## config.mk

```make
export PLATFORM = sky130hd
export DESIGN_NAME = tlb_lookup
export DESIGN_NICKNAME = d
export VERILOG_FILES = /design/src/rtl/tlb_lookup.sv
export SDC_FILE = /design/constraint.sdc
export NUM_CORES = 1
export LEC_CHECK = 0
export CAP_MARGIN = 20
export CORE_AREA = 2 2 237 239
export CTS_CLUSTER_SIZE = 14
export DETAILED_ROUTE_END_ITERATION = 8
export DIE_AREA = 0 0 239 241
export PLACE_DENSITY = 0.74
export SETUP_SLACK_MARGIN = 0.4
export SLEW_MARGIN = 20
export SYNTH_ARGS = -nofsm -noshare
export SYNTH_HDL_FRONTEND = slang
export SYNTH_SLANG_ARGS = --single-unit
```

## constraint.sdc

```tcl
create_clock -name clk -period 12 [get_ports clk]
set_input_delay 2.4 -clock clk [delete_from_list [all_inputs] [get_ports clk]]
set_output_delay 2.4 -clock clk [all_outputs]
set_load 0.01 [all_outputs]
```

## src/rtl/tlb_lookup.sv

```systemverilog
// Fully associative joint-pair TLB with a one-cycle registered lookup and a
// serial invalidation sweep that visits one entry per cycle.
module tlb_lookup #(
  parameter int NENTRY = 8,
  localparam int IW = (NENTRY > 1) ? $clog2(NENTRY) : 1
) (
  input  logic          clk,
  input  logic          resetn,
  input  logic          lkp_valid,
  output logic          lkp_ready,
  input  logic [18:0]   lkp_vpn2,
  input  logic          lkp_odd,
  input  logic [9:0]    lkp_asid,
  output logic          rsp_valid,
  output logic          rsp_hit,
  output logic [19:0]   rsp_pfn,
  output logic [1:0]    rsp_mat,
  output logic [1:0]    rsp_plv,
  output logic          rsp_v,
  output logic          rsp_d,
  input  logic          wr_en,
  input  logic [IW-1:0] wr_idx,
  input  logic [18:0]   wr_vpn2,
  input  logic [9:0]    wr_asid,
  input  logic          wr_g,
  input  logic          wr_e,
  input  logic [25:0]   wr_lo0,
  input  logic [25:0]   wr_lo1,
  input  logic          inv_req,
  input  logic [1:0]    inv_op,
  input  logic [9:0]    inv_asid,
  input  logic [18:0]   inv_vpn2,
  output logic          inv_busy
);

  typedef enum logic {IDLE, SWEEP} state_e;

  state_e          state_q, state_d;
  logic [IW-1:0]   sidx_q, sidx_d;
  logic [1:0]      op_q;
  logic [9:0]      kasid_q;
  logic [18:0]     kvpn_q;

  logic [NENTRY-1:0] e_q;
  logic [18:0]       vpn2_q [NENTRY];
  logic [9:0]        asid_q [NENTRY];
  logic [NENTRY-1:0] g_q;
  logic [25:0]       lo0_q  [NENTRY];
  logic [25:0]       lo1_q  [NENTRY];

  logic              rsp_valid_q, rsp_hit_q;
  logic [25:0]       rsp_lo_q;

  logic              inv_start, wr_fire, lkp_fire, sweep_clr, sweep_last;
  logic [NENTRY-1:0] match;
  logic              hit_any;
  logic [IW-1:0]     hit_idx;
  logic [25:0]       lo_d;

  assign inv_busy   = (state_q == SWEEP);
  assign lkp_ready  = ~inv_busy;
  assign lkp_fire   = lkp_valid & lkp_ready;
  assign wr_fire    = wr_en & ~inv_busy;
  assign inv_start  = (state_q == IDLE) & inv_req;
  assign sweep_last = (sidx_q == IW'(NENTRY - 1));

  always_comb begin
    state_d = state_q;
    sidx_d  = sidx_q;
    unique case (state_q)
      IDLE: begin
        if (inv_req) begin
          state_d = SWEEP;
          sidx_d  = '0;
        end
      end
      SWEEP: begin
        sidx_d = sidx_q + 1'b1;
        if (sweep_last) state_d = IDLE;
      end
      default: state_d = IDLE;
    endcase
  end

  always_comb begin
    sweep_clr = 1'b0;
    if (state_q == SWEEP) begin
      unique case (op_q)
        2'd0: sweep_clr = 1'b1;
        2'd1: sweep_clr = g_q[sidx_q];
        2'd2: sweep_clr = ~g_q[sidx_q] && (asid_q[sidx_q] == kasid_q);
        2'd3: sweep_clr = ~g_q[sidx_q] && (asid_q[sidx_q] == kasid_q) &&
                          (vpn2_q[sidx_q] == kvpn_q);
        default: sweep_clr = 1'b0;
      endcase
    end
  end

  always_ff @(posedge clk or negedge resetn) begin
    if (!resetn) begin
      state_q <= IDLE;
      sidx_q  <= '0;
      op_q    <= '0;
      kasid_q <= '0;
      kvpn_q  <= '0;
    end else begin
      state_q <= state_d;
      sidx_q  <= sidx_d;
      if (inv_start) begin
        op_q    <= inv_op;
        kasid_q <= inv_asid;
        kvpn_q  <= inv_vpn2;
      end
    end
  end

  // Writes are blocked while sweeping, so the two updates never target e_q together.
  always_ff @(posedge clk or negedge resetn) begin
    if (!resetn) begin
      e_q <= '0;
    end else begin
      if (wr_fire) e_q[wr_idx] <= wr_e;
      if (sweep_clr) e_q[sidx_q] <= 1'b0;
    end
  end

  always_ff @(posedge clk) begin
    if (wr_fire) begin
      vpn2_q[wr_idx] <= wr_vpn2;
      asid_q[wr_idx] <= wr_asid;
      g_q[wr_idx]    <= wr_g;
      lo0_q[wr_idx]  <= wr_lo0;
      lo1_q[wr_idx]  <= wr_lo1;
    end
  end

  always_comb begin
    for (int unsigned i = 0; i < NENTRY; i++) begin
      match[i] = e_q[i] && (vpn2_q[i] == lkp_vpn2) &&
                 (g_q[i] || (asid_q[i] == lkp_asid));
    end
  end

  always_comb begin
    hit_any = 1'b0;
    hit_idx = '0;
    for (int unsigned i = 0; i < NENTRY; i++) begin
      if (match[i] && !hit_any) begin
        hit_any = 1'b1;
        hit_idx = IW'(i);
      end
    end
  end

  always_comb begin
    lo_d = '0;
    if (hit_any) lo_d = lkp_odd ? lo1_q[hit_idx] : lo0_q[hit_idx];
  end

  always_ff @(posedge clk or negedge resetn) begin
    if (!resetn) begin
      rsp_valid_q <= 1'b0;
      rsp_hit_q   <= 1'b0;
      rsp_lo_q    <= '0;
    end else begin
      rsp_valid_q <= lkp_fire;
      rsp_hit_q   <= lkp_fire & hit_any;
      rsp_lo_q    <= lkp_fire ? lo_d : '0;
    end
  end

  assign rsp_valid = rsp_valid_q;
  assign rsp_hit   = rsp_hit_q;
  assign rsp_pfn   = rsp_lo_q[25:6];
  assign rsp_plv   = rsp_lo_q[5:4];
  assign rsp_mat   = rsp_lo_q[3:2];
  assign rsp_d     = rsp_lo_q[1];
  assign rsp_v     = rsp_lo_q[0];

endmodule

```

==> impl_metrics.json, run 1 <==
{
  "worstReg2RegStart": "asid_q[0][1]$_DFFE_PP_",
  "power_uw": 6203,
  "timing.rr.end": "rsp_lo_q[25]$_DFF_PN0_",
  "synth_compound_area_frac": 0.09374,
  "synth-warning-count": 0,
  "gr-max-usage-layer": "met2",
  "drive_gt1_frac": 0.09447,
  "start_util": 0.5477,
  "holdWs_ns": 0.5328,
  "dp_hpwl_um": 47970,
  "cts_buffers": 73,
  "ctsHoldBuffers": 0,
  "synth_edf_count": 656,
  "internal_power_uw": 4596,
  "path_class": "in -> reg",
  "rrSetupSlack_ns": 6.45,
  "die_y_um": 241,
  "synth_top_area_share": 0.6553,
  "drt-vias-per-instance": 6.397,
  "wl_per_cell_um": 27.52,
  "min_period_ns": 7.701,
  "synth_seq_area_share": 0.7145,
  "rows": 86,
  "grtUsageMet2": 0.4582,
  "finalSetupViolCount": 0,
  "routed_wl_um": 81180,
  "powerDensity_nw_per_um2": 177.5,
  "pwr-share-comb": 0.144,
  "ys_ff_latch": 727,
  "muxShareOfSynthArea": 0.02360,
  "synthSimpleGateAreaFrac": 0.06860,
  "insertion_delay_ns": 0.63,
  "cts_setup_buffers": 0,
  "ir_worst_vdd_uv": 142.2,
  "grtUsageTotal": 0.2834,
  "syn_nets": 2179,
  "nNetsFinal": 2341,
  "fp.dieW_um": 239,
  "postSynth.topFlopCell": "edfxtp_1",
  "holdPathEnd": "kasid_q[0]$_DFFE_PN0P_",
  "grt-ovfl-total": 0,
  "ys_types": 52,
  "cts_tree": "built",
  "cts_max_path_buffers": 3,
  "drt_iter0_drc": 2505,
  "syn_area_um2": 30060,
  "nFillCells": 3881,
  "hp-start": "kasid_q[0]$_DFFE_PN0P_",
  "relSlewSlack": 0.2959,
  "crit_path_start_kind": "primary input",
  "worstHoldPathType": "reg -> reg",
  "syn_to_final_growth_pct": 16.28,
  "grt_start_max_net_pins": 82,
  "cp_max_fo": 72,
  "synth_top_family_by_area": "compound AO/OA/AOI/OAI gates",
  "path_clk_slew_ns": 0.06,
  "critPathRequiredTime_ns": 12.52,
  "final-max-slew-violation-count": 0,
  "swShare": 0.2591,
  "status": "finished clean",
  "place.gp.congestion": 0.9945,
  "antenna_found_initial": 10,
  "async_flop_share": 0.09766,
  "fin_tns_setup_ns": 0,
  "drv_cap": 0,
  "cts_max_level": 3,
  "rr_worst_depth": 13,
  "dr.pass1.iters": 6,
  "use_met3": 0.06176,
  "grt_pass1_wl_um": 119900,
  "synthCells": 2025,
  "ant_nets": 0,
  "num_vias": 18870,
  "use_met1": 0.3835,
  "ios": 182,
  "rsz0062_at_grt": "false",
  "cp.arrival_ns": 8.22,
  "drc": 0,
  "hold_violations": 0,
  "worst_pin_slew_ns": 1.056,
  "synth_fa_ha_area_frac": 0.0008325,
  "p_sw_uw": 1607,
  "synth.avg_cell_area_um2": 14.84,
  "cts.sinks": 727,
  "root_buffer": "clkbuf_16",
  "skew_ns": 0.02217,
  "grt_pass1_vias": 18770,
  "ctsResizeCount": 0,
  "end_kind": "flip-flop",
  "max_freq_mhz": 129.9,
  "die-area_um2": 57600,
  "fin_crit_sh": 0.6418,
  "leakage_uw": 0.01158,
  "port-buffer-count": 181,
  "synth_area_leaders": "edfxtp_1 (66%), dfrtp_1 (5.9%), xor2_1 (5.1%), nand2_1 (3.3%), a22oi_1 (3.1%)",
  "pwr-share-seq": 0.481,
  "yosysTopAreaCell": "edfxtp_1",
  "core-area_um2": 54880,
  "min_delay_path_depth": 1,
  "synth_xor_xnor_area_share": 0.07605,
  "pwr-share-clk": 0.374
}
[worst max-delay path, cell delays in order]
cell and delay, ns:
clkdlybuf4s50_1 0.76, xor2_1 0.27, nor4_1 0.08, a41oi_1 0.44, or4_2 0.24, buf_4 0.63
o41ai_2 0.31, or4_1 0.63, a21bo_4 0.69, buf_12 0.29, buf_4 0.71, mux2i_1 0.29
a22oi_1 0.11, a32o_1 0.24
[layer usage]
metal | up-vias | routed length (µm)
li1 | 8141 | -
met3 | 211 | 7851
met1 | 9406 | 32070
met4 | 16 | 2581
met5 | - | 103
met2 | 1097 | 38570
[layout make-up]
| type | instances | area [µm²] | area share |
|---|---|---|---|
| flip-flops and latches | 727 | 21480 | 0.6144 |
| multi-input cells | 1160 | 8014 | 0.2293 |
| repair buffers | 222 | 2130 | 0.06093 |
| clock buffers | 93 | 1994 | 0.05706 |
| well taps | 704 | 880.8 | 0.02520 |
| clock inverters | 39 | 441.7 | 0.01264 |
| inverters | 3 | 11.26 | 0.0003222 |
| diodes | 2 | 5.005 | 0.0001432 |
[how the worst max path moves through the flow]
stage,endpoint,startpoint,depth (start not counted),slack (ns)
finish,rsp_lo_q[25]$_DFF_PN0_,lkp_asid[1],14,4.30
floorplan,e_q[2]$_DFF_PN0_,wr_idx[0],3,0.59
detailed placement,rsp_lo_q[25]$_DFF_PN0_,lkp_asid[1],14,3.84
CTS,rsp_lo_q[25]$_DFF_PN0_,lkp_asid[4],14,4.46
global placement,rsp_lo_q[20]$_DFF_PN0_,lkp_asid[0],13,3.75
global route,rsp_lo_q[25]$_DFF_PN0_,lkp_asid[8],14,4.12
[power groups by stage]
stage | clock [µW] | sequential (µW) | combinational, µW
after floorplan | 0 | 3000 | 546
after global placement | 0 | 3030 | 863
after detailed placement | 0 | 3040 | 876
after CTS | 2340 | 2990 | 883
after global routing | 2440 | 3000 | 948
final | 2320 | 2990 | 895
[state kept, by name (all words and copies together) (netlist names)]
register,cells
lo0_q,208
sidx_q,3
lo1_q,208
rsp_lo_q,26
vpn2_q,152
rsp_hit,1
kvpn_q,19
inv_busy,1
e_q,8
g_q,8
asid_q,80
rsp_valid,1
kasid_q,10
op_q,2
[cells by family after synthesis]
| group | Yosys count |
|---|---|
| adders and majority gates | 2 |
| buffers and inverters | 138 |
| DFF | 727 |
| AOI/OAI and AO/OA | 386 |
| xor gates and xnor gates | 261 |
| and+or+nand+nor | 444 |
| muxes | 67 |
[placed cells by master, fill, tap and decap left out, types with 46 or more instances in the layout]
| cell | count |
|---|---|
| a21oi_1 | 89 |
| a22oi_1 | 124 |
| clkbuf_16 | 75 |
| clkdlybuf4s50_1 | 180 |
| dfrtp_1 | 71 |
| edfxtp_1 | 656 |
| nand2_1 | 260 |
| nand3_1 | 52 |
| nor4_1 | 46 |
| xnor2_1 | 86 |
| xor2_1 | 175 |
[cell usage after synthesis, types with 40 or more instances]
cell type / n
edfxtp_1: 656
nand2_1: 263
xor2_1: 175
a22oi_1: 124
a21oi_1: 90
xnor2_1: 86
dfrtp_1: 71
clkbuf_1: 59
buf_2: 54
nand3_1: 52
nor4_1: 48
nand4_1: 44
a31oi_1: 40
[through the flow]
step / instance area [µm²] / worst slack (ns) / std cells / util
after detailed placement: 32510 / 3.842 / 2816 / 0.5924
after global routing: 34950 / 4.122 / 2949 / 0.6369
after floorplan: 30060 / 0.5928 / 2025 / -
final: 34950 / 4.299 / 2950 / 0.6369
after CTS: 34950 / 4.460 / 2948 / 0.6368
after global placement: 32490 / 3.748 / 2815 / 0.5921
(Power assumes the default switching activity.)
==> inputs of run 2 (changes only) <==
- CORE_AREA: 2 2 237 239 -> 2 2 239 241
- DIE_AREA: 0 0 239 241 -> 0 0 241 243
- PLACE_DENSITY: 0.74 -> 0.76
- clock period: 12 -> 6.67 ns (I/O delays scaled with it)
==> run 2 against run 1 <==
  * Sequential share of layout area shrank 0.68 points
  * Power grew 83%
  * Register-to-register slack lost 4.1 ns
==> impl_metrics.json, run 2 (same netlist as run 1, synthesis figures left out) <==
{
  "max_freq_mhz": 188.9,
  "routed_wl_um": 81690,
  "drv_cap": 0,
  "skew_ns": 0.02311,
  "path_buf_inv": 2,
  "finalNonFillerCells": 3015,
  "path_class": "in -> reg",
  "die-area_um2": 58560,
  "worst_pin_slew_ns": 1.095,
  "num_vias": 18990,
  "root_buffer": "clkbuf_16",
  "grt_pass1_wl_um": 119600,
  "leakage_uw": 0.01173,
  "relSlewSlack": 0.2673,
  "seqCellArea_um2": 21480,
  "cts_tree": "built",
  "path_clk_slew_ns": 0.06,
  "cp.arrival_ns": 5.87,
  "fin_tns_setup_ns": 0,
  "drt_iter0_drc": 2436,
  "dr.pass1.iters": 6,
  "finalSetupViolCount": 0,
  "dp_cells": 2875,
  "nFillCells": 4074,
  "place.gp.congestion": 0.9416,
  "drive_gt1_frac": 0.1007,
  "cp_slowest_cell": "a21bo_4",
  "reg_top3": "lo0_q: 208 flops, lo1_q: 208 flops, vpn2_q: 152 flops",
  "ir_worst_vdd_uv": 273.8,
  "cts.sinks": 727,
  "status": "finished clean",
  "start_util": 0.5372,
  "grt_pass1_vias": 18670,
  "drc": 0,
  "ctsHoldBuffers": 0,
  "rows": 87,
  "cts_buffers": 74,
  "worstHoldPathType": "reg -> reg",
  "utilization": 0.6316,
  "wl_per_cell_um": 27.09,
  "final_common_cell": "edfxtp_1",
  "cp_max_fo": 78,
  "dp_hpwl_um": 49530,
  "grt-ovfl-total": 0,
  "powerDensity_nw_per_um2": 321.1,
  "fin_crit_sh": 0.7936,
  "end_kind": "flip-flop",
  "critPathRequiredTime_ns": 7.25,
  "drt-vias-per-instance": 6.300,
  "ant_nets": 0,
  "port-buffer-count": 181,
  "fp.dieW_um": 241,
  "cts_max_path_buffers": 3,
  "multi_input_area_um2": 8056,
  "nNetsFinal": 2349,
  "ios": 182,
  "critical_path.top_delay_family": "simple AND/OR/NAND/NOR gates",
  "cts_max_level": 3,
  "insertion_delay_ns": 0.64,
  "min_period_ns": 5.293,
  "die_y_um": 243,
  "hold_violations": 0,
  "grtUsageTotal": 0.2773,
  "final-max-slew-violation-count": 0,
  "max_stage_delay_ns": 0.77,
  "antenna_found_initial": 10,
  "final_cell_mix": "edfxtp_1 (656), nand2_1 (261), clkdlybuf4s50_1 (180), xor2_1 (175), a22oi_1 (124)",
  "grt_start_max_net_pins": 99,
  "ctsResizeCount": 0,
  "syn_to_final_growth_pct": 17.57,
  "core-area_um2": 55950,
  "crit_chain": "clkdlybuf4s50_1, xor2_1, nor4_1, a41oi_1, nor4_1, nand2_1, or4_1, a21bo_4, buf_12, nand2_1, a311oi_1, a32o_1",
  "crit_path_start_kind": "primary input",
  "rsz0062_at_grt": "false",
  "cts_setup_buffers": 0
}
run 2: cell count changes in the layout (fill, tap and decap cells not counted), sizes merged:
cell	before	now
clkinvlp	3	2
clkinv	27	32
diode	2	5
bufinv	8	10
clkbuf	93	90
buf	42	49
run 2: area by class of cell:
type | instances | area share
antenna | 5 | 0.0003540
clock buffer | 90 | 0.05640
clock inverter | 45 | 0.01632
inverter | 3 | 0.0003186
multi-input combinational | 1160 | 0.2280
sequential | 727 | 0.6077
tap | 756 | 0.02676
timing repair buffer | 229 | 0.06422
run 2: path summary, 6_finish.rpt:
check                                         end                    from  slack (ns)  cells after the start
setup / recovery            rsp_lo_q[7]$_DFF_PN0_             lkp_asid[5]        1.38                     12
setup reg to reg                 e_q[6]$_DFF_PN0_   sidx_q[1]$_DFFE_PN0P_        2.40                     11
min in group asynchronous  kvpn_q[16]$_DFFE_PN0P_                  resetn        0.56                      1
max in group asynchronous   rsp_lo_q[9]$_DFF_PN0_                  resetn        4.89                      2
hold / removal             kasid_q[8]$_DFFE_PN0P_  kasid_q[8]$_DFFE_PN0P_        0.53                      1
hold reg to reg            kasid_q[8]$_DFFE_PN0P_  kasid_q[8]$_DFFE_PN0P_        0.53                      1
run 2: power breakdown:
| group | total, µW | internal (µW) | switching (µW) |
|---|---|---|---|
| clock network | 4330 | 2550 | 1790 |
| logic | 1640 | 645 | 995 |
| registers | 5370 | 5200 | 179 |
| total | 11300 | 8390 | 2960 |
run 2: layer usage:
layer	track usage	vias up	part of all wire	wire (µm)
li1	-	8173	-	-
met4	0.08824	12	0.029	2379
met2	0.4548	1119	0.49	40070
met5	0	-	0.0011	87
met1	0.3748	9505	0.39	31550
met3	0.05357	184	0.093	7592
run 2: stage by stage:
stage | cell area, µm² | hold slack [ns] | worst slack, ns | power, µW
final | 35340 | 0.5288 | 1.377 | 11350
after global routing | 35340 | 0.5486 | 1.125 | 11660
after CTS | 35330 | 0.5302 | 1.409 | 11360
after detailed placement | 32760 | 0.5173 | 0.7541 | 7082
after global placement | 32760 | 0.5108 | 0.8761 | 7048
after floorplan | 30090 | 0.5011 | 0.02425 | 6380
